**config.mk**
```make
export PLATFORM = sky130hd
export DESIGN_NAME = rv_ctl_datapath
export DESIGN_NICKNAME = d
export VERILOG_FILES = /design/src/rtl/rv_ctl_datapath.sv
export SDC_FILE = /design/constraint.sdc
export NUM_CORES = 1
export LEC_CHECK = 0
export ABC_CLOCK_PERIOD_IN_PS = 4700
export CAP_MARGIN = 40
export CORE_ASPECT_RATIO = 0.8
export CORE_MARGIN = 3
export CORE_UTILIZATION = 50
export CTS_CLUSTER_DIAMETER = 30
export CTS_CLUSTER_SIZE = 14
export DETAILED_ROUTE_END_ITERATION = 6
export PLACE_DENSITY = 0.77
export SLEW_MARGIN = 10
export SYNTH_ARGS = -nofsm -noshare
export SYNTH_HDL_FRONTEND = slang
export SYNTH_SLANG_ARGS = --single-unit
```
**constraint.sdc**
```tcl
create_clock -name clk_i -period 4.7 [get_ports clk_i]
set_input_delay 0.47 -clock clk_i [delete_from_list [all_inputs] [get_ports clk_i]]
set_output_delay 0.47 -clock clk_i [all_outputs]
set_load 0.1 [all_outputs]
```
**src/rtl/rv_ctl_datapath.sv**
```systemverilog
// Multicycle RV32I control/execute slice: FETCH/DECODE/EXECUTE/WRITEBACK FSM, decoder and ALU.
// Optional ILLEGAL_TRAP_EN: unsupported opcodes raise illegal_o and park the FSM in HALT.
module rv_ctl_datapath #(
  parameter int XLEN = 32
) (
  input  logic            clk_i,
  input  logic            reset_i,
  input  logic            ce_i,
  input  logic [XLEN-1:0] instr_i,
  input  logic [XLEN-1:0] pc_i,
  input  logic [XLEN-1:0] rs1_i,
  input  logic [XLEN-1:0] rs2_i,
  output logic            fetch_en_o,
  output logic            pc_inc_o,
  output logic            pc_in_sel_o,
  output logic [4:0]      rd_idx_o,
  output logic [4:0]      rs1_idx_o,
  output logic [4:0]      rs2_idx_o,
  output logic [XLEN-1:0] imm_o,
  output logic            gp_regfile_ce_o,
  output logic            regfile_we_o,
  output logic [XLEN-1:0] rd_in_o,
  output logic [XLEN-1:0] alu_result_o,
  output logic            illegal_o
);

  typedef enum logic [2:0] {S_FETCH, S_DECODE, S_EXECUTE, S_WRITEBACK, S_HALT} state_t;

  localparam logic [6:0] OP_OP    = 7'b0110011;
  localparam logic [6:0] OP_IMM   = 7'b0010011;
  localparam logic [6:0] OP_LUI   = 7'b0110111;
  localparam logic [6:0] OP_AUIPC = 7'b0010111;
  localparam logic [6:0] OP_JAL   = 7'b1101111;
  localparam logic [6:0] OP_JALR  = 7'b1100111;

  state_t state_q, state_d;

  logic            pc_in_sel_q, pc_in_sel_d;
  logic            we_q, we_d;
  logic [1:0]      rd_in_sel_q, rd_in_sel_d;
  logic            rs1_sel_q, rs1_sel_d;
  logic            rs2_sel_q, rs2_sel_d;
  logic [3:0]      alu_sel_q, alu_sel_d;
  logic [XLEN-1:0] imm_q, imm_d;
  logic [4:0]      rd_idx_q, rs1_idx_q, rs2_idx_q;
  logic [XLEN-1:0] alu_result_q, alu_result_d;
  logic            illegal_d;
`ifdef ILLEGAL_TRAP_EN
  logic            illegal_q;
`endif

  logic [6:0]      opcode;
  logic [2:0]      funct3;
  logic [XLEN-1:0] imm_i, imm_u, imm_j;

  assign opcode = instr_i[6:0];
  assign funct3 = instr_i[14:12];
  assign imm_i  = {{20{instr_i[31]}}, instr_i[31:20]};
  assign imm_u  = {instr_i[31:12], 12'b0};
  assign imm_j  = {{12{instr_i[31]}}, instr_i[19:12], instr_i[20], instr_i[30:21], 1'b0};

  always_ff @(posedge clk_i or posedge reset_i) begin
    if (reset_i)   state_q <= S_FETCH;
    else if (ce_i) state_q <= state_d;
  end

  always_comb begin
    state_d = state_q;
    case (state_q)
      S_FETCH:     state_d = S_DECODE;
`ifdef ILLEGAL_TRAP_EN
      S_DECODE:    state_d = illegal_d ? S_HALT : S_EXECUTE;
`else
      S_DECODE:    state_d = S_EXECUTE;
`endif
      S_EXECUTE:   state_d = S_WRITEBACK;
      S_WRITEBACK: state_d = S_FETCH;
      S_HALT:      state_d = S_HALT;
      default:     state_d = S_FETCH;
    endcase
  end

  always_comb begin
    fetch_en_o      = (state_q == S_FETCH);
    pc_inc_o        = (state_q == S_WRITEBACK);
    gp_regfile_ce_o = (state_q == S_WRITEBACK);
    regfile_we_o    = (state_q == S_WRITEBACK) && we_q;
  end

  // Unsupported opcodes fall through with reset-value controls, i.e. a NOP.
  always_comb begin
    pc_in_sel_d = 1'b1;
    we_d        = 1'b0;
    rd_in_sel_d = 2'b00;
    rs1_sel_d   = 1'b1;
    rs2_sel_d   = 1'b0;
    alu_sel_d   = 4'b0000;
    imm_d       = '0;
    illegal_d   = 1'b0;
    case (opcode)
      OP_OP: begin
        we_d = 1'b1; rd_in_sel_d = 2'b10; rs2_sel_d = 1'b1;
        alu_sel_d = {instr_i[30], funct3};
      end
      OP_IMM: begin
        we_d = 1'b1; rd_in_sel_d = 2'b10; imm_d = imm_i;
        alu_sel_d = {(funct3 == 3'b101) && instr_i[30], funct3};
      end
      OP_LUI: begin
        we_d = 1'b1; rd_in_sel_d = 2'b01; imm_d = imm_u;
      end
      OP_AUIPC: begin
        we_d = 1'b1; rd_in_sel_d = 2'b10; rs1_sel_d = 1'b0; imm_d = imm_u;
      end
      OP_JAL: begin
        we_d = 1'b1; pc_in_sel_d = 1'b0; rs1_sel_d = 1'b0; imm_d = imm_j;
      end
      OP_JALR: begin
        we_d = 1'b1; pc_in_sel_d = 1'b0; imm_d = imm_i;
      end
      default: illegal_d = 1'b1;
    endcase
  end

  logic [XLEN-1:0] lhs, rhs;
  logic [4:0]      shamt;

  assign lhs   = rs1_sel_q ? rs1_i : pc_i;
  assign rhs   = rs2_sel_q ? rs2_i : imm_q;
  assign shamt = rhs[4:0];

  always_comb begin
    alu_result_d = lhs + rhs;
    casez (alu_sel_q)
      4'b0000: alu_result_d = lhs + rhs;
      4'b1000: alu_result_d = lhs - rhs;
      4'b?001: alu_result_d = lhs << shamt;
      4'b?010: alu_result_d = {{(XLEN-1){1'b0}}, $signed(lhs) < $signed(rhs)};
      4'b?011: alu_result_d = {{(XLEN-1){1'b0}}, lhs < rhs};
      4'b?100: alu_result_d = lhs ^ rhs;
      4'b0101: alu_result_d = lhs >> shamt;
      4'b1101: alu_result_d = $unsigned($signed(lhs) >>> shamt);
      4'b?110: alu_result_d = lhs | rhs;
      4'b?111: alu_result_d = lhs & rhs;
      default: alu_result_d = lhs + rhs;
    endcase
  end

  always_ff @(posedge clk_i or posedge reset_i) begin
    if (reset_i) begin
      pc_in_sel_q  <= 1'b1;
      we_q         <= 1'b0;
      rd_in_sel_q  <= 2'b00;
      rs1_sel_q    <= 1'b1;
      rs2_sel_q    <= 1'b0;
      alu_sel_q    <= 4'b0000;
      imm_q        <= '0;
      rd_idx_q     <= '0;
      rs1_idx_q    <= '0;
      rs2_idx_q    <= '0;
      alu_result_q <= '0;
`ifdef ILLEGAL_TRAP_EN
      illegal_q    <= 1'b0;
`endif
    end else if (ce_i) begin
      if (state_q == S_DECODE) begin
        pc_in_sel_q <= pc_in_sel_d;
        we_q        <= we_d;
        rd_in_sel_q <= rd_in_sel_d;
        rs1_sel_q   <= rs1_sel_d;
        rs2_sel_q   <= rs2_sel_d;
        alu_sel_q   <= alu_sel_d;
        imm_q       <= imm_d;
        rd_idx_q    <= instr_i[11:7];
        rs1_idx_q   <= instr_i[19:15];
        rs2_idx_q   <= instr_i[24:20];
`ifdef ILLEGAL_TRAP_EN
        illegal_q   <= illegal_d;
`endif
      end
      if (state_q == S_EXECUTE) alu_result_q <= alu_result_d;
    end
  end

  always_comb begin
    case (rd_in_sel_q)
      2'b01:   rd_in_o = imm_q;
      2'b10:   rd_in_o = alu_result_q;
      default: rd_in_o = pc_i + XLEN'(4);
    endcase
  end

  assign pc_in_sel_o  = pc_in_sel_q;
  assign rd_idx_o     = rd_idx_q;
  assign rs1_idx_o    = rs1_idx_q;
  assign rs2_idx_o    = rs2_idx_q;
  assign imm_o        = imm_q;
  assign alu_result_o = alu_result_q;
`ifdef ILLEGAL_TRAP_EN
  assign illegal_o    = illegal_q;
`else
  assign illegal_o    = 1'b0;
`endif

endmodule

```
==> flow_summary_export.csv <==
group,metric,value,unit
setup_path,cp_num_buf_inv,3,
die,start_util,51.1,%
yosys,synth_fp_nets,2164,
yosys,synth-edff-count,0,
die,rows,54,
setup_path,crit_cells,14,
sta,fmax,219,MHz
clock_network,cts_tree,"built",
power,power_density,572,nW/um^2
yosys,ys_ff_latch,92,
yosys,synth-compound-area-share,29.0,%
die,num_io_pins,248,
yosys,synthSimpleGateAreaFrac,18.9,%
global_route,grt.total_usage,48.8,%
setup_path,endpoint_kind,"flip-flop",
yosys,synthMuxAreaShare,16.0,%
global_route,grt_pass1_vias,17600,
yosys,ys_warn_count,0,
drt,vias,18500,
drt,drt_iter0_drc,3261,
run_status,status,"complete, but fails checks",
yosys,synthCells,1931,
global_route,grt_max_degree,70,
clock_network,cts.clk_slew.worst_paths,80,ps
run_status,violations,"design-rule violations",
clock_network,clock_latency,380,ps
clock_network,htree_levels,3,
sta,finalCriticalPeriod,4580,ps
setup_path,r2r-start,"rs1_sel_q",
yosys,synth_fa_ha_area_share,9.19,%
sta,tns,0,ps
drt,drt_wl_total,76900,um
place,place.gp.congestion,1.12,
setup_path,worstPathArrival,4830,ps
finish,n_fill_cell,2131,
setup_path,worst-path-max-fanout,11,
sta,post-route-period-util,97.3,%
die,fp.dieW,193,um
global_route,grt_pass1_wl,114000,um
global_route,antenna_found_initial,4,
power,max-vdd-ir-drop,542,uV
drt,avgViaCountPerCell,7.13,
setup_path,rrSetupSlack,120,ps
die,dieArea,30200,sq um
setup_path,crit_end,"alu_result_o[0]",
drt,ant_nets,0,
clock_network,root_buffer,"clkbuf_16",
clock_network,cts_inserted_buffers,9,
run,cap_violations,0,
sta,slew_violations,0,
yosys,synth_top_family_by_area,"compound AO/OA/AOI/OAI gates",
finish,drive_gt1_share,12.7,%
setup_path,crit_slowest_cell,"a2111oi_0",
setup_path,crit_family,"compound AO/OA/AOI/OAI gates",
worst_hold_path,hp-class,"input pin to async pin",
clock_network,cts_resized,0,
sta,worst_slew_pin_slew,966,ps
place,io_buffers,246,
yosys,synth_area,14100,sq um
setup_path,critPathKind,"flip-flop to flip-flop",
place,dp_hpwl,60000,um
yosys,ys_seq_area_share,16.4,%
setup_path,cpMostUsedCell,"buf_4",
die,die_height,156,um
yosys,ys.flop_type,"dfrtp_1",
place,dpl_cell_area,18600,sq um
drt,avgRoutedWirePerCell,29.7,um
die,core,27500,sq um
power,leakage,8.31,nW
yosys,synth.avg_cell_area,7.28,sq um
setup_path,cp-start-kind,"flip-flop",
sta,hold_viol,0,
setup_path,r2r-end,"alu_result_o[0]",
sta,clock_skew,13.5,ps
clock_network,cts_buffer_depth,2,
sta,relSlewSlack,35.4,%
clock_network,cts_hold_buffers,0,
finish,finish.instance_area,18900,sq um
sta,rsz0062_at_grt,"false",
sta,setup_viol,0,
yosys,synth_xor_xnor_area_share,3.05,%
drt,dr.pass1.iters,7,
clock_network,post_cts_buffers,0,
setup_path,max_stage_delay,720,ps
setup_path,crit_start,"rs1_sel_q",
global_route,globalRouteOverflowTotal,0,
clock_network,clock-sinks,92,
setup_path,rr_worst_depth,14,
finish,syn_to_final_growth,34.6,%
finish,fin_nets,2454,
setup_path,critPathRequiredTime,4950,ps
setup_path,path_cells,"buf_4, mux2i_1, ha_1, nand2b_1, a21oi_1, a31oi_1, nand3_1, a2111oi_0, buf_4, nor2_1, o31a_1, o211ai_1, buf_4, a31oi_1",
drt,drcViolationCount,5,
finish,n_antenna_cell,0,
yosys,synth-async-reset-ratio,100,%
yosys,synthDistinctLibCells,87,
power by group:
part / internal, W / total [W] / switching (W)
Clock: 0.000439 / 0.000840 / 0.000401
Sequential: 0.00103 / 0.00137 / 0.000337
Combinational: 0.00285 / 0.00862 / 0.00577
Total: 0.00432 / 0.0108 / 0.00651
worst reg2reg max path, cell delays in order (launching register included):
cell and delay, ps:
dfstp_2 580, buf_4 270, mux2i_1 550, ha_1 450, nand2b_1 120, a21oi_1 60
a31oi_1 510, nand3_1 240, a2111oi_0 720, buf_4 250, nor2_1 50, o31a_1 260
o211ai_1 190, buf_4 130, a31oi_1 60
state kept, by name, summed over array words and instances, names as in the netlist, 2 cells and up:
name,count
alu_result_o,32
imm_o,32
rd_idx_o,5
rs1_idx_o,5
rs2_idx_o,5
alu_sel_q,4
state_q,3
rd_in_sel_q,2
per-layer routing:
layer  global-route usage, %  vias up  part of all wire [%]
met5                       0        -                 0.047
met4                    29.5        6                   8.3
met3                    14.7      466                    14
met2                    73.2     1762                    41
met1                    62.2     8622                    37
li1                        -     7620                     -
layout by cell type, fill, tap and decap left out, drive strengths merged, types with 44 or more instances in the layout:
cell	synthesis	routed
nand2	258	258
a21oi	185	185
dfrtp	90	90
clkdlybuf4s50	0	221
buf	46	204
inv	106	110
o21ai	165	165
mux2i	183	183
nor2	151	151
a221oi	44	44
ha	100	100
cell families (layout without fill, tap and decap cells):
kind of cell    count (synthesis)  in the layout
xor+xnor                       49             49
simple gates                  590            590
fa+ha+maj                     102            102
compound gates                641            641
other cells                     1              1
mux                           204            204
buf+inv                       252            547
flops                          92             92
cell usage after synthesis (all sizes together) (15+ instances only):
cell / number / share of area (%)
a211oi: 27 / 1.4
buf: 46 / 1.9
ha: 100 / 8.9
xor2: 19 / 1.2
a21oi: 185 / 6.6
mux2: 15 / 1.3
a221oi: 44 / 2.7
o21ai: 165 / 5.9
nor2: 151 / 4.0
nor3: 34 / 1.2
nand2: 258 / 6.9
inv: 106 / 2.9
and3: 20 / 0.89
a31oi: 36 / 1.6
o211ai: 35 / 1.9
xnor2: 30 / 1.9
nand3: 37 / 1.3
dfrtp: 90 / 16
clkbuf: 100 / 2.7
mux2i: 183 / 14
o31ai: 16 / 0.85
worst min-delay path by stage:
stage,start,endpoint,slack (ps),cells past startpoint
global placement,we_q,we_q,450,2
finish,reset_i,state_q[1],360,2
CTS,we_q,we_q,480,2
global route,reset_i,imm_o[10],360,2
floorplan,we_q,we_q,430,2
detailed placement,rd_idx_o[1],rd_idx_o[1],460,2
through the flow:
stage,total power [W],cells,hold slack (ps),setup slack (ps),utilization [%]
final,0.0108,2590,358,125,68.8
after CTS,0.0105,2588,479,395,68.7
after detailed placement,0.00968,2572,463,146,67.5
after floorplan,0.00639,1931,430,239,-
after global routing,0.0111,2590,360,71.0,68.8
after global placement,0.00866,2478,445,221,61.9
final cells by class:
class | count | area (sq um) | share of cell area [%]
repair buffers | 425 | 4700 | 24.9
well taps | 364 | 455 | 2.41
inverters | 106 | 405 | 2.14
clock buffers | 10 | 239 | 1.26
clock inverters | 6 | 76.3 | 0.403
flip-flops and latches | 92 | 2310 | 12.2
multi-input cells | 1587 | 10700 | 56.7
Note: power is estimated with default switching activity, not from simulation.
